`src/rtl/pulse_sequencer_if.sv`:
```
`default_nettype none
// ============================================================================
// Module   : pulse_sequencer_if
// Brief    : Request/grant bundle between requesters and the pulse sequencer.
// Revision : 1.0
// ============================================================================
interface pulse_sequencer_if #(
  parameter int N_REQ    = 4,
  parameter int PERIOD_W = 4,
  parameter int COUNT_W  = 4
);
  logic [N_REQ-1:0]          req;
  logic [N_REQ*PERIOD_W-1:0] period;
  logic [N_REQ*COUNT_W-1:0]  count;
  logic [N_REQ-1:0]          grant;
  logic                      busy;
  logic                      pulse;
  logic [N_REQ-1:0]          done;

  modport master (
    output req, period, count,
    input  grant, busy, pulse, done
  );

  modport slave (
    input  req, period, count,
    output grant, busy, pulse, done
  );
endinterface
`default_nettype wire

```
`src/rtl/pulse_sequencer.sv`:
```
`default_nettype none
// ============================================================================
// Module   : pulse_sequencer
// Brief    : Shares one periodic burst-pulse generator between N_REQ requesters.
//            Define PULSE_SEQ_RR_EN for round-robin arbitration (default: fixed
//            priority, lowest index wins).
// Revision : 1.0
// ============================================================================
module pulse_sequencer #(
  parameter int N_REQ    = 4,
  parameter int PERIOD_W = 4,
  parameter int COUNT_W  = 4
) (
  input wire logic         clk,
  input wire logic         rst,
  pulse_sequencer_if.slave bus
);

  localparam int C_PTR_W = (N_REQ > 1) ? $clog2(N_REQ) : 1;

  typedef enum logic [1:0] {
    S_IDLE = 2'd0,
    S_RUN  = 2'd1,
    S_DONE = 2'd2
  } state_t;

  state_t              r_state;
  logic [N_REQ-1:0]    r_grant;
  logic [N_REQ-1:0]    r_done;
  logic                r_busy;
  logic                r_pulse;
  logic [PERIOD_W-1:0] r_plast;
  logic [PERIOD_W-1:0] r_ph;
  logic [COUNT_W-1:0]  r_rem;

  logic [C_PTR_W-1:0]  w_win_idx;
  logic [N_REQ-1:0]    w_win_oh;
  logic [PERIOD_W-1:0] w_win_per;
  logic [PERIOD_W-1:0] w_win_plast;
  logic [COUNT_W-1:0]  w_win_cnt;
  logic [PERIOD_W-1:0] w_ph_nxt;

`ifdef PULSE_SEQ_RR_EN
  logic [C_PTR_W-1:0]  r_ptr;
  logic [C_PTR_W-1:0]  w_cand;

  // Scan offsets from the far end down so the nearest set bit at/after r_ptr wins.
  always_comb begin
    w_win_idx = r_ptr;
    w_cand    = '0;
    for (int i = N_REQ - 1; i >= 0; i--) begin
      w_cand = C_PTR_W'((int'(r_ptr) + i) % N_REQ);
      if (bus.req[w_cand]) begin
        w_win_idx = w_cand;
      end
    end
  end
`else
  always_comb begin
    w_win_idx = '0;
    for (int i = N_REQ - 1; i >= 0; i--) begin
      if (bus.req[i]) begin
        w_win_idx = C_PTR_W'(i);
      end
    end
  end
`endif

  always_comb begin
    w_win_per = '0;
    w_win_cnt = '0;
    for (int i = 0; i < N_REQ; i++) begin
      if (w_win_idx == C_PTR_W'(i)) begin
        w_win_per = bus.period[i*PERIOD_W +: PERIOD_W];
        w_win_cnt = bus.count[i*COUNT_W +: COUNT_W];
      end
    end
  end

  assign w_win_oh    = {{(N_REQ-1){1'b0}}, 1'b1} << w_win_idx;
  // A zero period behaves as period 1, so the last phase index is 0 in both cases.
  assign w_win_plast = (w_win_per == '0) ? '0 : w_win_per - 1'b1;
  assign w_ph_nxt    = (r_ph == r_plast) ? '0 : r_ph + 1'b1;

  always_ff @(posedge clk) begin
    if (rst) begin
      r_state <= S_IDLE;
      r_grant <= '0;
      r_busy  <= 1'b0;
      r_pulse <= 1'b0;
      r_done  <= '0;
      r_plast <= '0;
      r_ph    <= '0;
      r_rem   <= '0;
`ifdef PULSE_SEQ_RR_EN
      r_ptr   <= '0;
`endif
    end else begin
      case (r_state)
        S_IDLE: begin
          r_pulse <= 1'b0;
          r_done  <= '0;
          if (bus.req != '0) begin
            r_grant <= w_win_oh;
            r_busy  <= 1'b1;
            r_plast <= w_win_plast;
            r_ph    <= '0;
`ifdef PULSE_SEQ_RR_EN
            r_ptr   <= (w_win_idx == C_PTR_W'(N_REQ - 1)) ? '0 : w_win_idx + 1'b1;
`endif
            if (w_win_cnt == '0) begin
              r_state <= S_DONE;
              r_done  <= w_win_oh;
              r_rem   <= '0;
            end else begin
              r_state <= S_RUN;
              r_pulse <= 1'b1;
              r_rem   <= w_win_cnt - 1'b1;
            end
          end
        end

        // r_rem counts pulses still to fire after the one already issued.
        S_RUN: begin
          r_ph <= w_ph_nxt;
          if (w_ph_nxt == '0) begin
            if (r_rem == '0) begin
              r_state <= S_DONE;
              r_pulse <= 1'b0;
              r_done  <= r_grant;
            end else begin
              r_pulse <= 1'b1;
              r_rem   <= r_rem - 1'b1;
            end
          end else begin
            r_pulse <= 1'b0;
          end
        end

        S_DONE: begin
          r_state <= S_IDLE;
          r_grant <= '0;
          r_busy  <= 1'b0;
          r_pulse <= 1'b0;
          r_done  <= '0;
        end

        default: begin
          r_state <= S_IDLE;
          r_grant <= '0;
          r_busy  <= 1'b0;
          r_pulse <= 1'b0;
          r_done  <= '0;
        end
      endcase
    end
  end

  assign bus.grant = r_grant;
  assign bus.busy  = r_busy;
  assign bus.pulse = r_pulse;
  assign bus.done  = r_done;

endmodule
`default_nettype wire

```
`src/flat_wrapper.sv`:
```
// flat-port wrapper written by rule: the top's interface ports become plain ports
module pulse_sequencer_flat 
#(
  parameter int N_REQ    = 4,
  parameter int PERIOD_W = 4,
  parameter int COUNT_W  = 4
)
  (clk, rst, bus_req, bus_period, bus_count, bus_grant, bus_busy, bus_pulse, bus_done);
  pulse_sequencer_if #(.N_REQ(N_REQ), .PERIOD_W(PERIOD_W), .COUNT_W(COUNT_W)) bus_i ();
  input wire logic clk;
  input wire logic rst;
  input wire logic [$bits(bus_i.req)-1:0] bus_req;
  input wire logic [$bits(bus_i.period)-1:0] bus_period;
  input wire logic [$bits(bus_i.count)-1:0] bus_count;
  output wire logic [$bits(bus_i.grant)-1:0] bus_grant;
  output wire logic [$bits(bus_i.busy)-1:0] bus_busy;
  output wire logic [$bits(bus_i.pulse)-1:0] bus_pulse;
  output wire logic [$bits(bus_i.done)-1:0] bus_done;
  assign bus_i.req = bus_req;
  assign bus_i.period = bus_period;
  assign bus_i.count = bus_count;
  assign bus_grant = bus_i.grant;
  assign bus_busy = bus_i.busy;
  assign bus_pulse = bus_i.pulse;
  assign bus_done = bus_i.done;
  pulse_sequencer #(.N_REQ(N_REQ), .PERIOD_W(PERIOD_W), .COUNT_W(COUNT_W)) u_core (.clk(clk), .rst(rst), .bus(bus_i));
endmodule
```
`config.mk`:
```
export PLATFORM = sky130hd
export DESIGN_NAME = pulse_sequencer_flat
export DESIGN_NICKNAME = d
export VERILOG_FILES = /design/src/rtl/pulse_sequencer_if.sv /design/src/rtl/pulse_sequencer.sv /design/src/flat_wrapper.sv
export SDC_FILE = /design/constraint.sdc
export NUM_CORES = 1
export LEC_CHECK = 0
export ABC_AREA = 1
export BUFFER_PORTS_ARGS = -buffer_cell sky130_fd_sc_hd__buf_2
export CAP_MARGIN = 5
export CORE_MARGIN = 1.5
export CORE_UTILIZATION = 35
export CTS_BUF_LIST = sky130_fd_sc_hd__clkbuf_4
export CTS_CLUSTER_DIAMETER = 80
export DETAILED_ROUTE_END_ITERATION = 12
export GPL_TIMING_DRIVEN = 0
export SLEW_MARGIN = 20
export SYNTH_ARGS = -nofsm -noshare
export SYNTH_HDL_FRONTEND = slang
export SYNTH_SLANG_ARGS = --single-unit
```
`constraint.sdc`:
```
create_clock -name clk -period 4.7 [get_ports clk]
set_clock_uncertainty 0.2 [all_clocks]
set_input_delay 0.235 -clock clk [delete_from_list [all_inputs] [get_ports clk]]
set_output_delay 0.235 -clock clk [all_outputs]
set_load 0.01 [all_outputs]
```
# --- Word-level counts from Yosys, hierarchy flattened ---
# Cells that the tools add are included.
word_totals:
  ff_bits: 24
  in_bits: 38
  output_inout_bits: 10
  wordCells: 77
op_classes:
  n_addsub: 4
  n_eq_ne: 9
  shifts: 1
  muxes: 40
  n_bitwise: 1
  n_reduce_logical: 14
op_table:
  columns: ["operator", "n"]
  rows:
  - ["$mux W4", 20]
  - ["$pmux W4 S2", 4]
  - ["$logic_not A4 Y1", 4]
  - ["$mux W2", 8]
  - ["$sub A4 B1 Y4 const B", 3]
  - ["$reduce_and A2 Y1", 4]
  - ["$ne A2 B1 Y1 const B", 3]
  - ["$mux W1", 5]
  - ["$add A4 B1 Y4 const B", 1]
  - ["$eq A2 B1 Y1 const B", 2]
  - ["$eq A2 B2 Y1 const B", 2]
  - ["$eq A4 B4 Y1", 1]
  - ["$logic_not A2 Y1", 2]
  - ["$pmux W1 S2", 2]
  - ["$pmux W2 S2", 1]
  - ["$reduce_and A4 Y1", 1]
  - ["$reduce_bool A4 Y1", 1]
  - ["$shl A1 B2 Y4 const A", 1]
  - ["$reduce_and A3 Y1", 1]
  - ["$ne A2 B2 Y1 const B", 1]
  - ["$reduce_bool A2 Y1", 1]
  - ["$not A1 Y1", 1]

# --- Longest topological paths before layout ---
logic_depth:
  word_depth: 13
  mapped_depth: 14
  mapped_depth_nobuf: 14

# --- Worst setup path before layout ---
# Ideal clock, no wire load.
synth_path:
  kind: "register to register"
  from: "reg u_core.r_rem[0]"
  to: "reg u_core.r_rem[2]"
  setup_time_ns: 0.119
  arrival_time_ns: 1.356
  required_ns: 4.381
  setup_slack_ns: 3.024
  stages_incl_launch_ff: 11
  n_path_buf: 0
  synth_period_minus_slack_ns: 1.676
  cell_sequence: "dfxtp_1 inv_1 ha_1 nand2_1 nor2_1 nor2_1 nand4_1 nand2_1 inv_1 nor2_1 a21oi_1"
synth_between:
  elab_chain_len: 4
  word_cells_on_any_way: 7
  cone_classes: "1 x add/sub; 1 x eq/ne; 3 x mux; 2 x reduce/logical"
synth_rtl:
  columns: ["item", "line_no", "rtl"]
  rows:
  - ["from (decl)", "pulse_sequencer.sv:34", "logic [COUNT_W-1:0] r_rem;"]
  - ["from (signal assigned)", "pulse_sequencer.sv:118", "r_rem <= w_win_cnt - 1'b1;"]
  - ["from (signal assigned)", "pulse_sequencer.sv:133", "r_rem <= r_rem - 1'b1;"]
  - ["$sub A4 B1 Y4", "pulse_sequencer.sv:133", null]
  - ["$mux W4", "pulse_sequencer.sv:127", "if (r_rem == '0) begin"]
  - ["$mux W4", "pulse_sequencer.sv:126", "if (w_ph_nxt == '0) begin"]
  - ["$pmux W4 S2", "pulse_sequencer.sv:99", "case (r_state)"]
# Parallel ways exist; a longest one is shown, timed or not. The select of a mux whose other input is x is not followed.
# A chain may end at the register's enable or synchronous reset.

# --- Worst setup path after layout ---
layout_path:
  from: "reg u_core.r_rem[0]"
  to: "reg u_core.r_rem[3]"
# The elaborated chain is that of the path after synthesis.

==> impl_table.tex <==
\begin{tabular}{lr}
\hline
Metric & Value \\
\hline
\multicolumn{2}{l}{\textbf{Drt}} \\
\quad Initial detailed-routing violation count & 69 \\
\quad Wire length per cell & about 12 µm \\
\quad Number of nets with antenna violations after routing & 0 \\
\quad Total vias in the final route & 1702 \\
\quad Via density & approximately 4.9 \\
\quad Detailed Routing Iterations Pass 1 & 8 \\
\quad Sum of routed wire length over all layers & slightly above 4000 µm \\
\quad Remaining routing DRC violations & 3 \\
\multicolumn{2}{l}{\textbf{Synth}} \\
\quad Largest cells by area after synthesis & dfxtp\_1, nand2\_1, a21oi\_1 \\
\quad Sequential-to-total area share from yosys stat & 29.29\% \\
\quad Dominant synthesized flop cell & dfxtp\_1 \\
\quad Number of distinct standard cells referenced by the synthesized netlist & 30 \\
\quad Share of the synthesized area in the top cell type & between 20 and 30\% \\
\quad Dominant cell type by area after synthesis & dfxtp\_1 \\
\quad Warning count from the yosys run & 0 \\
\quad Most frequent cells after synthesis & nand2\_1, nor2\_1, a21oi\_1, dfxtp\_1, nand3\_1 \\
\quad Post-Synthesis Cells & between 200 and 250 \\
\quad Cell Area, Synth & 1640 µm² \\
\quad Synthesized flop and latch total & 24 \\
\quad Mean cell area of the mapped netlist & $\sim$6.6 µm² \\
\quad Fraction of registers with async set or reset after synthesis & 0\% \\
\quad Synth Net Count & 288 \\
\quad Cell with the most instances after synthesis & nand2\_1 \\
\quad Number of synthesized flops with an enable pin & 0 \\
\multicolumn{2}{l}{\textbf{Die}} \\
\quad Count of standard-cell rows & 24 \\
\quad Effective utilization at floorplan & a little under two fifths \\
\quad Die area & a little over 5000 µm² \\
\quad Chip Height & 71.46 µm \\
\quad Horizontal extent of the die & approximately 70 µm \\
\quad Total core area & $\sim$4400 µm² \\
\quad Boundary pin count & 48 \\
\multicolumn{2}{l}{\textbf{Global route}} \\
\quad Via count of the first global-routing pass & 1644 \\
\quad Global-route layer with the greatest usage & met2 \\
\quad Total global-route track usage & 16.69\% \\
\quad M1 GR Usage & 21.68\% \\
\quad Largest net degree at the start of global routing & 13 \\
\quad M2 GR Usage & between 20\% and 30\% \\
\quad First-pass GRT wire length & about 7000 µm \\
\quad Met3 Track Usage GR & approximately 3.0\% \\
\quad Number of antenna violations at the first check in global routing & 0 \\
\quad Overflow left after global routing & 0 \\
\multicolumn{2}{l}{\textbf{Layout}} \\
\quad Utilization after layout & 44.28\% \\
\quad Area Overhead vs Synth & 19.98\% \\
\quad Layout cells sized above 1 & 29.87\% \\
\quad Multi-input logic area & 1050 µm² \\
\quad Post-Layout Cell Count & 350 \\
\quad Combined flip-flop and latch cell area & between 400 and 500 µm² \\
\quad NumNets Final & between 300 and 400 \\
\quad Cell area after layout & 1968 µm² \\
\quad Fill cell instance count of the final layout & 468 \\
\quad ANT cells & 0 \\
\multicolumn{2}{l}{\textbf{Hold path}} \\
\quad Class of the most critical hold timing path & in -> reg \\
\multicolumn{2}{l}{\textbf{Pwr}} \\
\quad Pleak & between 0.9 and 1 nW \\
\quad Worst IR Drop VDD & about 0.00024 V \\
\quad PwrDens & around 440 nW/µm² \\
\multicolumn{2}{l}{\textbf{Setup path}} \\
\quad Number of buffer and inverter instances along the worst setup path & 2 \\
\quad Maximum cell stage delay along the critical path & between 300 and 400 ps \\
\quad Crit path top cell by count & nor2\_1 \\
\quad Required time of the critical path & about 4700 ps \\
\quad Endpoint type of the worst setup path & register \\
\quad Cells traversed along the worst timing path & inv\_1 -> ha\_1 -> nand2\_1 -> nor2\_1 -> nor2\_1 -> nand4\_1 -> nand2\_1 -> inv\_1 -> nor2\_1 -> a21oi\_1 \\
\quad Classification of the worst setup path & reg -> reg \\
\quad Crit path launch type & register \\
\quad Dominant delay contributor by cell family on the critical path & simple AND/OR/NAND/NOR gates \\
\quad Flop2flop setup slack & 2750 ps \\
\quad Worst path arrival time & approximately 2000 ps \\
\quad Slowest CP cell & dfxtp\_1 \\
\quad Largest fanout on the critical path & 6 \\
\multicolumn{2}{l}{\textbf{Run status}} \\
\quad Run status & finished with violations \\
\quad Violations in the final reports & design-rule violations \\
\multicolumn{2}{l}{\textbf{Placed design}} \\
\quad Dpl hpwl & around 3200 µm \\
\quad Area after DPL & between 1500 and 2000 µm² \\
\quad Final weighted congestion of routability-driven global placement & 0.8173 \\
\quad Cell Count Post-Placement & $\sim$350 \\
\quad Buffers added on ports & 46 \\
\multicolumn{2}{l}{\textbf{STA}} \\
\quad Period utilization & about two fifths \\
\quad Sum of negative setup slack & 0 ps \\
\quad \# setup viols final & 0 \\
\quad Max Clk Rate & a little over 500 MHz \\
\quad Final hold violation count & 0 \\
\quad Final Hold Slack & between 70 and 80 ps \\
\quad Transition time at the pin with the least slew margin & roughly 560 ps \\
\quad Number of pins exceeding their max-slew limit in the final report & 0 \\
\quad Max transition margin & roughly 63\% \\
\quad RSZ-0062 raised after global routing & no \\
\quad Final Critical Period & around 2000 ps \\
\multicolumn{2}{l}{\textbf{Clock network}} \\
\quad Number of buffers on the longest clock path & 2 \\
\quad Clock tree from TritonCTS & done \\
\quad Buffer type at the clock tree root & clkbuf\_4 \\
\quad Number of H-tree levels & 1 \\
\quad Count of clock tree sinks & 24 \\
\quad TritonCTS Buffers & 3 \\
\quad Clock edge transition at the registers on the reported setup and hold paths & around 130 ps \\
\quad Insertion delay of the later-clocked pin in the worst-skew pair & between 300 and 400 ps \\
\multicolumn{2}{l}{\textbf{Flow run}} \\
\quad Max-cap violations & 0 \\
\hline
\end{tabular}
-- metrics by stage --
stage	power, mW	setup slack, ps
after floorplan	0.6610	3024
after global placement	0.7783	2758
after detailed placement	0.7789	2759
after CTS	0.8727	2779
after global routing	0.9562	2573
final	0.8702	2748
-- cell families after synthesis --
| family | synth area share [%] |
|---|---|
| XOR/XNOR | 3.738 |
| AO/OA/AOI/OAI | 15.56 |
| AND/OR/NAND/NOR | 43.17 |
| buffers and inverters | 6.712 |
| adder cells (fa/ha/maj) | 1.525 |
| flip-flops | 29.29 |
-- repair_timing --
action	CTS	global route
buffers inserted	0	0
setup endpoints to repair	0	0
hold buffers	1	0
resized for setup	0	0
hold endpoints to repair	6	0
-- worst paths after layout --
kind                            depth (start not counted)                end            start
worst min-delay path                                    4  u_core.r_plast[1]   bus_period[12]
worst min register to register                          2    u_core.bus.busy  u_core.bus.busy
worst max-delay path                                   10    u_core.r_rem[3]  u_core.r_rem[0]
worst max register to register                         10    u_core.r_rem[3]  u_core.r_rem[0]
-- area by class of cell --
cell class | instances | share of cell area, %
Timing Repair Buffer | 47 | 12.21
Multi-Input combinational cell | 196 | 53.34
Sequential cell | 24 | 24.41
Tap cell | 52 | 3.306
Inverter | 25 | 4.768
Buffer | 3 | 0.8264
Clock buffer | 3 | 1.144
-- report_power, final --
group          switching (mW)  internal (mW)  total (mW)
clock network          0.0607         0.0300      0.0908
logic                   0.315          0.170       0.485
registers              0.0354          0.259       0.294
total                   0.411          0.459       0.870
-- registers in the layout (all words and copies together), names as in the netlist --
signal	flops
u_core.bus.done	4
u_core.bus.grant	4
u_core.r_ph	4
u_core.r_plast	4
u_core.r_rem	4
u_core.r_state	2
u_core.bus.busy	1
u_core.bus.pulse	1
-- per-layer routing --
metal	vias to the layer above	wire (µm)
met1	755	1965
li1	907	-
met3	2	154
met4	0	14
met2	38	1926
met5	-	0
-- cells in the final DEF (no fill, tap or decap), drive strengths merged --
cell         instances
nor2                37
buf                 48
ha                   2
xor2                 6
nand3               26
dfxtp               24
nor3                 3
or2                  3
clkbuf               4
o21ai               13
dlygate4sd3          1
nand2               69
a21oi               29
xnor2                1
nand4                5
inv                 25
o21bai               2
-- tightest hold or removal path, stage by stage --
cell     delay [ps]
buf_2            80
o21ai_2          90
nand3_1          90
a21oi_1          50
No activity file was read; power rests on OpenSTA's default activity.
